<file path="config.mk">
export PLATFORM = sky130hd
export DESIGN_NAME = alu_arbiter
export DESIGN_NICKNAME = d
export VERILOG_FILES = /design/src/rtl/alu_arbiter.sv
export SDC_FILE = /design/constraint.sdc
export NUM_CORES = 1
export LEC_CHECK = 0
export CAP_MARGIN = 5
export CORE_UTILIZATION = 38
export CTS_CLUSTER_DIAMETER = 120
export DETAILED_ROUTE_END_ITERATION = 10
export MAX_ROUTING_LAYER = met4
export PLACE_DENSITY = 0.86
export SKIP_CTS_REPAIR_TIMING = 1
export SLEW_MARGIN = 5
export SYNTH_ARGS = -nofsm -noshare
export SYNTH_HDL_FRONTEND = slang
export SYNTH_SLANG_ARGS = --single-unit
</file>
<file path="constraint.sdc">
create_clock -name clk -period 1.6 [get_ports clk]
set_input_delay 0.32 -clock clk [delete_from_list [all_inputs] [get_ports clk]]
set_output_delay 0.32 -clock clk [all_outputs]
set_load 0.02 [all_outputs]
</file>
<file path="src/rtl/alu_arbiter.sv">
// alu_arbiter: round-robin front end that lets two requesters share one
// external combinational 32-bit ALU. Only one operation is in flight at a
// time: accept (IDLE) -> capture ALU result (EXEC) -> hand back (RESP).
// DATA_WIDTH exists for interface clarity; the shared ALU is 32 bits wide.
module alu_arbiter #(
    parameter int DATA_WIDTH = 32
) (
    input  logic                  clk,
    input  logic                  rst_n,
    input  logic                  req0_valid,
    output logic                  req0_ready,
    input  logic [3:0]            req0_op,
    input  logic [DATA_WIDTH-1:0] req0_a,
    input  logic [DATA_WIDTH-1:0] req0_b,
    input  logic                  req1_valid,
    output logic                  req1_ready,
    input  logic [3:0]            req1_op,
    input  logic [DATA_WIDTH-1:0] req1_a,
    input  logic [DATA_WIDTH-1:0] req1_b,
    output logic                  resp0_valid,
    input  logic                  resp0_ready,
    output logic                  resp1_valid,
    input  logic                  resp1_ready,
    output logic [DATA_WIDTH-1:0] resp_result,
    output logic [3:0]            alu_op,
    output logic [DATA_WIDTH-1:0] alu_a,
    output logic [DATA_WIDTH-1:0] alu_b,
    input  logic [DATA_WIDTH-1:0] alu_result,
    output logic                  busy
);

    typedef enum logic [1:0] {
        IDLE = 2'd0,
        EXEC = 2'd1,
        RESP = 2'd2
    } state_t;

    state_t                state_reg;
    logic                  rr_reg;
    logic                  owner_reg;
    logic [3:0]            op_reg;
    logic [DATA_WIDTH-1:0] a_reg;
    logic [DATA_WIDTH-1:0] b_reg;
    logic [DATA_WIDTH-1:0] result_reg;
    logic [1:0]            resp_valid_reg;
    logic                  busy_reg;

    logic [1:0]            req_valid;
    logic [1:0]            req_ready;
    logic [1:0]            resp_ready;
    logic                  grant;
    logic                  accept;
    logic [3:0]            sel_op;
    logic [DATA_WIDTH-1:0] sel_a;
    logic [DATA_WIDTH-1:0] sel_b;

    assign req_valid  = {req1_valid, req0_valid};
    assign resp_ready = {resp1_ready, resp0_ready};

    // Grant: a lone valid requester wins outright; rr breaks ties.
    always_comb begin
        grant = req_valid[1];
        if (req_valid == 2'b11) begin
            grant = rr_reg;
        end
    end

    // Ready goes only to the granted, valid requester and only while idle.
    generate
        for (genvar gi = 0; gi < 2; gi++) begin : g_ready
            assign req_ready[gi] = (state_reg == IDLE) && req_valid[gi]
                                   && (grant == 1'(gi));
        end
    endgenerate

    assign accept = |req_ready;
    assign sel_op = grant ? req1_op : req0_op;
    assign sel_a  = grant ? req1_a  : req0_a;
    assign sel_b  = grant ? req1_b  : req0_b;

    assign req0_ready  = req_ready[0];
    assign req1_ready  = req_ready[1];
    assign resp0_valid = resp_valid_reg[0];
    assign resp1_valid = resp_valid_reg[1];
    assign resp_result = result_reg;
    assign busy        = busy_reg;

    // The ALU sees the held operands continuously, so they only move on accept.
    assign alu_op = op_reg;
    assign alu_a  = a_reg;
    assign alu_b  = b_reg;

    // Sequencer: accept, sample the ALU one cycle later, hold the result until consumed.
    always_ff @(posedge clk) begin
        if (!rst_n) begin
            state_reg      <= IDLE;
            rr_reg         <= 1'b0;
            owner_reg      <= 1'b0;
            op_reg         <= '0;
            a_reg          <= '0;
            b_reg          <= '0;
            result_reg     <= '0;
            resp_valid_reg <= 2'b00;
            busy_reg       <= 1'b0;
        end else begin
            case (state_reg)
                IDLE: begin
                    if (accept) begin
                        op_reg    <= sel_op;
                        a_reg     <= sel_a;
                        b_reg     <= sel_b;
                        owner_reg <= grant;
                        rr_reg    <= ~grant;
                        busy_reg  <= 1'b1;
                        state_reg <= EXEC;
                    end
                end
                EXEC: begin
                    result_reg                <= alu_result;
                    resp_valid_reg[owner_reg] <= 1'b1;
                    state_reg                 <= RESP;
                end
                RESP: begin
                    // Only the owner's ready can release the result.
                    if (resp_ready[owner_reg]) begin
                        resp_valid_reg <= 2'b00;
                        busy_reg       <= 1'b0;
                        state_reg      <= IDLE;
                    end
                end
                default: begin
                    resp_valid_reg <= 2'b00;
                    busy_reg       <= 1'b0;
                    state_reg      <= IDLE;
                end
            endcase
        end
    end

endmodule

</file>
* After elaboration in Yosys (flattened, before gate mapping)
Index checks and enable logic that the tools add are counted.
** Storage, ports and cells
- Register bits after elaboration :: 107
- Bits of input ports :: 174
- Output and inout port bits :: 105
- Word-level logic and storage cells :: 46
** Cells by class
- $lt $le $gt $ge :: 2
- Equality and inequality tests :: 5
- Mux-type cells :: 15
- Bitwise logic cells :: 4
- Reduce and logical (&&, ||, !) cells :: 11
** Operators by type and width (number)
- 32-bit two-way mux :: 2
- 2-bit case mux with 3 select lines :: 2
- 1-bit two-way mux :: 6
- 2-bit AND reduction :: 3
- 1-bit logical AND :: 5
- 2-bit == test, second input constant :: 2
- 2-bit two-way mux :: 2
- 4-bit two-way mux :: 1
- 2-bit != test, second input constant :: 2
- 1-bit NOT :: 3
- 1-bit case mux with 3 select lines :: 1
- 3-bit AND reduction :: 1
- 2-bit by 1-bit == test with 1-bit output, second input constant :: 1
- 2-bit zero test :: 1
- 1-bit by 2-bit < comparator with 1-bit output, second input constant :: 1
- 2-bit bitwise OR :: 1
- 2-bit OR reduction :: 1
- 1-bit demux with 1-bit select :: 1
- 1-bit greater-or-equal comparator, second input constant :: 1

* Depth between registers and ports, before layout
Gate-level depths: netlist of run 1.
- Depth in word-level cells :: 7
- Depth in mapped cells :: 6
- Mapped depth without buffers :: 3

* Worst setup path after synthesis of run 1
No wires, ideal clock.
- Path kind :: reg-to-output
- Start :: register state_reg[1]
- End :: output req0_ready
- Arrival :: 1136 ps
- Data required time :: 1280 ps
- Slack :: 144 ps
- Stages on the path, launching flop included :: 6
- Path buffers :: 2
- Cell sequence :: dfxtp_1 nor3b_2 buf_2 buf_2 nand2_1 inv_1
** Between the ends
- Word-level cells in the longest chain between the ends :: 3
** RTL lines
- from (decl) :: RTL line 38 : state_t state_reg;
- from (signal assigned) :: RTL line 96 : state_reg <= IDLE;
- from (signal assigned) :: RTL line 115 : state_reg <= EXEC;
- from (signal assigned) :: RTL line 121 : state_reg <= RESP;
- 2-bit zero test :: RTL line 71 : assign req_ready[gi] = (state_reg == IDLE) && req_valid[gi]
- 1-bit logical AND :: RTL line 71
- 1-bit logical AND :: RTL line 72 : && (grant == 1'(gi));
- to (decl) :: RTL line 11 : output logic req0_ready,
No other way between the ends.

* Worst setup path in the final report of run 1
- Start :: register state_reg[0]
- End :: output req0_ready
Same word-level chain as after synthesis.

==> results.md, run 1 <==
* Outcome: complete, no violations
* Antenna violations before repair at 0
* Final worst path period share at 98.4%
* Clk buf depth at 2
* Number of CTS-inserted buffers at 9
* Die H at 114 um
* GRT Residual Overflow at 0
* Final setup violation count at 0
* Share of flip-flops with an asynchronous set or reset at 0%
* Number of port buffers at 278
* Yosys top cell by area: dfxtp_1
* DP HPWL at 12.5 mm
* Initial DRC Count at 488
* TritonCTS clock tree: built
* Post-synth top cells: 107 x dfxtp_1, 65 x nand2_1, 46 x nand3_1, 46 x o21ai_0
* Io pins at 279
* Fraction of layout cells with a size suffix above 1 at 7.13%
* Crit path max-delay family: flip-flops
* WP buf/inv at 2
* Drt via density at 5.65
* Max stage delay on crit path at 0.36 ns
* Worst min path class: in2reg
* Number of clock sinks at 107
* Overall die area at 13100 um^2
* Routed Antenna Nets at 0
* Cells after Synth at 576
* Clk slew on worst S/H paths at 0.07 ns
* Overall routing resource usage at 27.2%
* Die span in x at 114 um
* Critical Path Fanout Max at 4
* Critical-path cell list: nor3b_4 > nand2_2 > inv_1 > clkbuf_4
* Register area share after synthesis at 44.7%
* Max-Cap Viols at 0
* Root Buffer: clkbuf_16
* Max-slew violations at 0
* Crit path capture type: primary output
* Worst path slowest cell: dfxtp_2
* Vias in the first global route at 5558
* Fin nets at 997
* CP required at 1.28 ns
* Mean Syn Cell Area at 8.32 um^2
* Min Tclk post-route at 1.57 ns
* Syn-to-layout area delta at 74.3%
* Top-area cell type share of the netlist area at 44.7%
* Pwr Density at 898 nW/um^2
* # diodes at 0
* Relative slew slack at 65.6%
* Startpoint type of the worst setup path: register
* Finished Core Util at 68.7%
* Number of synthesized flops with an enable pin at 0
* Final Hold Fails at 0
* DRC violation count after routing at 0
* Top post-synthesis cells by area: dfxtp_1 45%, a31oi_1 5.9%, nand4_1 5.9%
* Worst slew pin tran at 0.516 ns
* Pwr Total at 7.50 mW
* LEAKAGE at 4.63 nW
* Maximum vdd ir drop at 0.491 mV
* Main synth FF type: dfxtp_1
* Largest net degree at the start of global routing at 68
* Synth cell types at 28
* Rows at 40
* Pre-CTS WS at -0.645 ns
* Crit path DAT at 1.25 ns
* RSZ-0062 raised after global routing: yes
* Initial core utilization at 39.4%
* Wirelength per Cell at 18.2 um
* Most numerous cell in the Yosys netlist: dfxtp_1
* Post-synth design cell area at 4790 um^2
* Yosys warns at 0
* # fillers at 936
* Global-route wire length before repair at 27.4 mm
* Post-Syn Nets at 750
* Worst Slack Setup Final at 0.0254 ns
* Placer Congestion at 0.787
* H-tree depth at 3
* DR pass1 iterations at 5
* Synth Register Bits at 107
* Clock Skew at 0.0114 ns
* Routed vias at 5623
* Kind of critical path: reg2out
* Core outline area at 12200 um^2
* Max Freq at 635 MHz
* Routed WL at 18.1 mm
* Clk Latency, worst-skew pair at 0.34 ns
==> layout by cell type, fill, tap and decap left out, types with 4 or more instances in the layout <==
cell	synthesis	routed
and3_1	24	24
clkdlybuf4s50_1	0	171
nand4_1	45	45
nand3_1	46	46
dlymetal6s2s_1	0	104
buf_12	0	8
o311a_1	23	23
clkbuf_16	0	9
nand2_1	65	64
a21oi_1	36	36
o21bai_1	23	23
a21boi_0	24	24
inv_1	5	4
dfxtp_1	107	105
buf_4	3	17
a31oi_1	45	45
o21ai_0	46	46
==> power by group <==
part / switching (mW) / internal, mW
Sequential: 0.127 / 2.91
Clock: 1.04 / 1.11
Combinational: 1.15 / 1.15
==> layer usage <==
layer / track usage (%) / share of wire (%) / vias to the layer above
li1: - / - / 2625
met1: 31.1 / 39 / 2649
met2: 46.1 / 50 / 290
met3: 4.66 / 7.0 / 59
met4: 13.7 / 4.0 / 0
met5: - / 0 / -
==> through the flow <==
stage | cells | instance area [um^2] | setup TNS [ns] | hold WS, ns
after floorplan | 576 | 4790 | 0 | 0.456
after global placement | 980 | 7770 | -28.35 | 0.441
after CTS | 996 | 8060 | -11.12 | 0.367
after global routing | 996 | 8350 | -0.0336 | 0.386
after detailed placement | 980 | 7770 | -33.05 | 0.445
final | 996 | 8350 | 0 | 0.357
==> path summary, 6_finish.rpt <==
check	startpoint	to	depth (start not counted)	slack [ns]
worst max-delay path	state_reg[0]	req0_ready	4	0.03
worst min-delay path	req1_valid	rr_reg	4	0.36
worst max register to register	rr_reg	alu_op[1]	5	0.11
worst min register to register	resp_result[24]	resp_result[24]	2	0.45
==> final cells by class <==
cell class | instances | area [um^2] | share of cell area, %
Sequential cell | 107 | 2150 | 25.7
Multi-Input combinational cell | 393 | 2310 | 27.7
Inverter | 5 | 18.8 | 0.225
Clock inverter | 6 | 46.3 | 0.554
Timing Repair Buffer | 307 | 3380 | 40.4
Tap cell | 168 | 210 | 2.52
Clock buffer | 10 | 239 | 2.86
==> logic make-up (layout without fill, tap and decap cells) <==
logic type	Yosys count	count (layout)	share of synthesized area [%]
simple gates	192	192	20.4
buf+inv	76	328	7.68
compound gates	200	200	27.0
mux	1	1	0.209
flops	107	107	44.7
==> worst min-delay path, delay by kind of cell <==
kind | cells | cell delay [ns]
compound gates | 1 | 0.05
buf+inv | 1 | 0.13
simple gates | 2 | 0.14
Power figures use the tool's default switching activity.
==> run 2: changes to the inputs <==
CORE_ASPECT_RATIO = 2   (was unset)
==> results.md, run 2 (synthesis results as in run 1) <==
* Finished Core Util at 68.6%
* Routed vias at 5538
* Global-route wire length before repair at 26.9 mm
* Placed Instances at 960
* Core outline area at 12200 um^2
* Clock Skew at 0.0131 ns
* Number of clock sinks at 107
* WP buf/inv at 2
* Crit path DAT at 1.23 ns
* Final Hold Fails at 0
* RSZ-0062 raised after global routing: yes
* Maximum vdd ir drop at 0.581 mV
* Largest net degree at the start of global routing at 50
* Grt met3 use at 5.11%
* Routed WL at 18.0 mm
* GRT Residual Overflow at 0
* H-tree depth at 3
* Vias in the first global route at 5353
* Wirelength per Cell at 18.4 um
* Clk slew on worst S/H paths at 0.08 ns
* Placer Congestion at 0.860
* # diodes at 0
* Outcome: complete, no violations
* Kind of critical path: reg2out
* TritonCTS clock tree: built
* DRC violation count after routing at 0
* Drt via density at 5.67
* Most Used Layer, Global Route: met2
* Root Buffer: clkbuf_16
* Rows at 57
* Most frequent cells in the layout: 171 x clkdlybuf4s50_1, 105 x dfxtp_1, 104 x dlymetal6s2s_1
* Routed Antenna Nets at 0
* Worst min path class: in2reg
* Crit path max-delay family: flip-flops
* Worst path slowest cell: dfxtp_2
* Non-filler cells in the finished layout at 976
* DR pass1 iterations at 4
* Relative slew slack at 65.2%
* Io pins at 279
* Clk Latency, worst-skew pair at 0.35 ns
* Pwr Density at 907 nW/um^2
* Number of CTS-inserted buffers at 9
* Met2 Track Usage GR at 47.7%
* Critical-path cell list: nor3b_4 > nand2_1 > inv_1 > buf_4
* Worst Slack Setup Final at 0.0536 ns
* DP HPWL at 12.5 mm
* RR Startpoint: rr_reg
* Grt met1 use at 28.0%
* Clk buf depth at 2
* Crit path capture type: primary output
* Max-slew violations at 0
* Commonest non-fill, non-tap cell in the layout: clkdlybuf4s50_1
* Max-Cap Viols at 0
* Overall die area at 13100 um^2
* LEAKAGE at 4.65 nW
* Initial DRC Count at 268
* Startpoint type of the worst setup path: register
* Die span in x at 81.4 um
* Min Tclk post-route at 1.55 ns
* Crit path launch: state_reg[0]
* Min-Delay Startpoint: req1_valid
* Setup_tns at 0 ns
* Max stage delay on crit path at 0.36 ns
* Number of port buffers at 278
* Max Freq at 647 MHz
* Critical Path Fanout Max at 4
* Initial core utilization at 39.3%
* Fin nets at 998
* Syn-to-layout area delta at 74.6%
* Die H at 161 um
* CP required at 1.28 ns
* Overall routing resource usage at 27.4%
* Final worst path period share at 96.6%
* Worst slew pin tran at 0.522 ns
* Fraction of layout cells with a size suffix above 1 at 7.24%
* R2R setup slack at 0.09 ns
* Final setup violation count at 0
* # fillers at 927
* Antenna violations before repair at 0
* Pwr Total at 7.59 mW
* Pre-CTS WS at -0.500 ns
[run 2: cell count changes in the layout (fill, tap and decap cells not counted), sizes merged]
cell,before,now
inv,8,7
buf,31,33
clkinvlp,2,1
clkinv,1,4
clkbuf,11,9
[run 2: through the flow]
stage	hold slack [ns]	area (um^2)
after floorplan	0.456	4790
after global placement	0.441	7780
after detailed placement	0.446	7780
after CTS	0.358	8090
after global routing	0.391	8370
final	0.376	8370
[run 2: worst paths after layout]
kind,to,cells after the start
max,req0_ready,4
min,rr_reg,4
max reg2reg,alu_a[5],5
min reg2reg,resp_result[8],2
[run 2: final cells by class]
type,instances,area (um^2),area share [%]
well taps,147,184,2.20
multi-input cells,393,2310,27.7
flip-flops and latches,107,2140,25.6
clock inverters,7,82.6,0.987
inverters,5,18.8,0.224
clock buffers,9,225,2.69
repair buffers,308,3400,40.6
[run 2: per-layer routing]
metal / share of wire [%] / up-vias / routed length [um]
li1: - / 2622 / -
met1: 36 / 2580 / 6490
met2: 53 / 271 / 9500
met3: 6.5 / 65 / 1170
met4: 4.5 / 0 / 803
met5: 0 / - / 0
[run 2: worst register-to-register path, delay by kind of cell, from the launching register on]
kind / cells / cell delay, ns
simple gates: 2 / 0.39
buf+inv: 2 / 0.35
compound gates: 1 / 0.32
flops: 1 / 0.34
[run 2: report_power, final]
part           internal (mW)  switching [mW]
Clock                   1.11            1.13
Sequential              2.91           0.120
Combinational           1.16            1.15
Total                   5.18            2.40
==> run 3: changes to the inputs <==
ABC_AREA = 1   (was unset)
CORE_UTILIZATION = 39   (was 38)
PLACE_DENSITY = 0.87   (was 0.86)
==> results.md, run 3 <==
* Outcome: complete, no violations
* Number of clock sinks at 107
* Worst path slowest cell: dfxtp_2
* Number of CTS-inserted buffers at 9
* Register-to-Register Path Depth at 8
* Rows at 57
* Final Hold Fails at 0
* Min-Delay Startpoint: req1_valid
* Clock Skew at 0.0147 ns
* Drt via density at 5.04
* Vias in the first global route at 5398
* Relative slew slack at 50.3%
* Initial DRC Count at 235
* # fillers at 952
* FF+latch area at 2140 um^2
* Post-synth design cell area at 4930 um^2
* Initial core utilization at 40.4%
* H-tree depth at 3
* Overall die area at 13100 um^2
* WP buf/inv at 3
* Mux cell area share after synthesis at 0%
* Main combinational cell family by area after synthesis: simple AND/OR/NAND/NOR gates
* Fraction of layout cells with a size suffix above 1 at 5.34%
* Max-slew violations at 0
* Placed Instances at 1123
* Wirelength per Cell at 15.0 um
* Kind of critical path: reg2out
* Global-route wire length before repair at 25.8 mm
* Routed Antenna Nets at 0
* Multi-input logic area at 2450 um^2
* LEAKAGE at 5.16 nW
* Worst slew pin tran at 0.746 ns
* Max-Cap Viols at 0
* Crit path capture type: primary output
* Syn-to-layout area delta at 71.8%
* Post-route cell area at 8460 um^2
* Non-filler cells in the finished layout at 1139
* # diodes at 0
* Placer Congestion at 0.853
* GRT Residual Overflow at 0
* Pwr Total at 8.00 mW
* Number of synthesized flops with an enable pin at 0
* Largest net degree at the start of global routing at 69
* Io pins at 279
* DP HPWL at 12.1 mm
* Post-synthesis adder-cell area fraction at 0%
* RSZ-0062 raised after global routing: no
* Final setup violation count at 0
* Most frequent cells in the layout: 213 x nand2_1, 170 x clkdlybuf4s50_1, 117 x nand3_1
* Simple-gate area share of the yosys netlist at 41.0%
* Post-Syn Nets at 908
* DRC violation count after routing at 0
* Yosys warns at 0
* Commonest non-fill, non-tap cell in the layout: nand2_1
* Synth cell types at 18
* Worst hold endpoint: rr_reg
* Mean Syn Cell Area at 6.71 um^2
* Finished Core Util at 69.4%
* Pre-CTS WS at -0.503 ns
* Cells after Synth at 734
* Fin nets at 1161
* Pwr Density at 946 nW/um^2
* DP Area at 7850 um^2
* Crit path max-delay family: flip-flops
* Worst min path class: in2reg
* Core outline area at 12200 um^2
* Clk slew on worst S/H paths at 0.07 ns
* Max stage delay on crit path at 0.34 ns
* Yosys top cell by area: dfxtp_1
* Max Freq at 658 MHz
* Post-synth top cells: 214 x nand2_1, 117 x nand3_1, 110 x nor2_1
* Critical Path Fanout Max at 3
* Die span in x at 81.5 um
* XOR/XNOR Fraction of Synth Area at 0%
* Overall routing resource usage at 26.1%
* Top post-synthesis cells by area: dfxtp_1 43%, nand2_1 16%, nand3_1 12%
* Hold slack at 0.347 ns
* CP required at 1.28 ns
* Synth Register Bits at 107
* R2R setup slack at 0.14 ns
* Root Buffer: clkbuf_16
* Number of port buffers at 278
* Die H at 161 um
* Min Tclk post-route at 1.52 ns
* Most numerous cell in the Yosys netlist: nand2_1
* Top cell by count, worst path: inv_1
* RR Startpoint: state_reg[1]
* DR pass1 iterations at 4
* Share of flip-flops with an asynchronous set or reset at 0%
* Worst Slack Setup Final at 0.0797 ns
* Setup_tns at 0 ns
* Clk buf depth at 2
* Maximum vdd ir drop at 0.719 mV
* Clk Latency, worst-skew pair at 0.35 ns
* TritonCTS clock tree: built
* Routed WL at 17.1 mm
* Routed vias at 5735
* Top-area cell type share of the netlist area at 43.5%
* Final worst path period share at 95.0%
* Synth Area in Compound Gates at 8.64%
* Startpoint type of the worst setup path: register
* Main synth FF type: dfxtp_1
* Hold Path Depth at 4
* Antenna violations before repair at 0
* Critical-path cell list: nor2_4 > nand2_2 > inv_1 > nand2_1 > inv_1 > buf_4
* Reg2reg end: alu_a[9]
* Register area share after synthesis at 43.5%
* Crit path DAT at 1.20 ns
==> run 3: cell count changes after synthesis, moves of 12 or more <==
cell / previous run / this run
nand2_1: 65 / 214
nor2_1: 4 / 110
nand3_1: 46 / 117
a31oi_1: 45 / 0
nand4_1: 45 / 0
a21boi_0: 24 / 0
and3_1: 24 / 1
nand3b_1: 0 / 23
o311a_1: 23 / 0
o21bai_1: 23 / 2
a21oi_1: 36 / 50
o21ai_0: 46 / 32
buf_2: 33 / 21
==> run 3: where the power goes <==
part           internal (mW)  switching [mW]
sequential              2.95           0.131
clock                   1.28            1.12
combinational           1.21            1.32
==> run 3: worst max path at each step <==
stage                       startpoint          to  slack, ns  depth (start not counted)
after floorplan             req1_valid  req0_ready       0.29                          5
after global placement      req0_valid  req0_ready      -0.49                          6
after detailed placement    req0_valid  req0_ready      -0.50                          6
after CTS                   req0_valid  req0_ready      -0.50                          6
after global routing      state_reg[0]  req0_ready     0.0008                          6
final                     state_reg[0]  req0_ready       0.08                          6
==> run 3: per-layer routing <==
metal | GRT usage, % | wire length, um | vias up
met5 | - | 0 | -
met4 | 15.3 | 910 | 0
met3 | 4.83 | 1140 | 63
met2 | 45.0 | 8870 | 223
li1 | - | - | 2875
met1 | 26.4 | 6190 | 2574
==> run 3: area by class of cell <==
class                   count  share of cell area [%]
clock buffers               9                    2.66
repair buffers            302                    39.0
flip-flops and latches    107                    25.3
multi-input cells         554                    28.9
well taps                 147                    2.17
clock inverters             7                    1.27
inverters                  13                   0.577
==> run 3: worst min-delay path: cells and delay by family <==
family	cells	cell delay (ns)
buf+inv	1	0.12
simple gates	2	0.14
compound gates	1	0.06
==> run 3: kinds of logic (layout without fill, tap and decap cells) <==
group	count (synthesis)	in the layout
simple gates	470	470
buf+inv	73	331
flops	107	107
compound gates	84	84
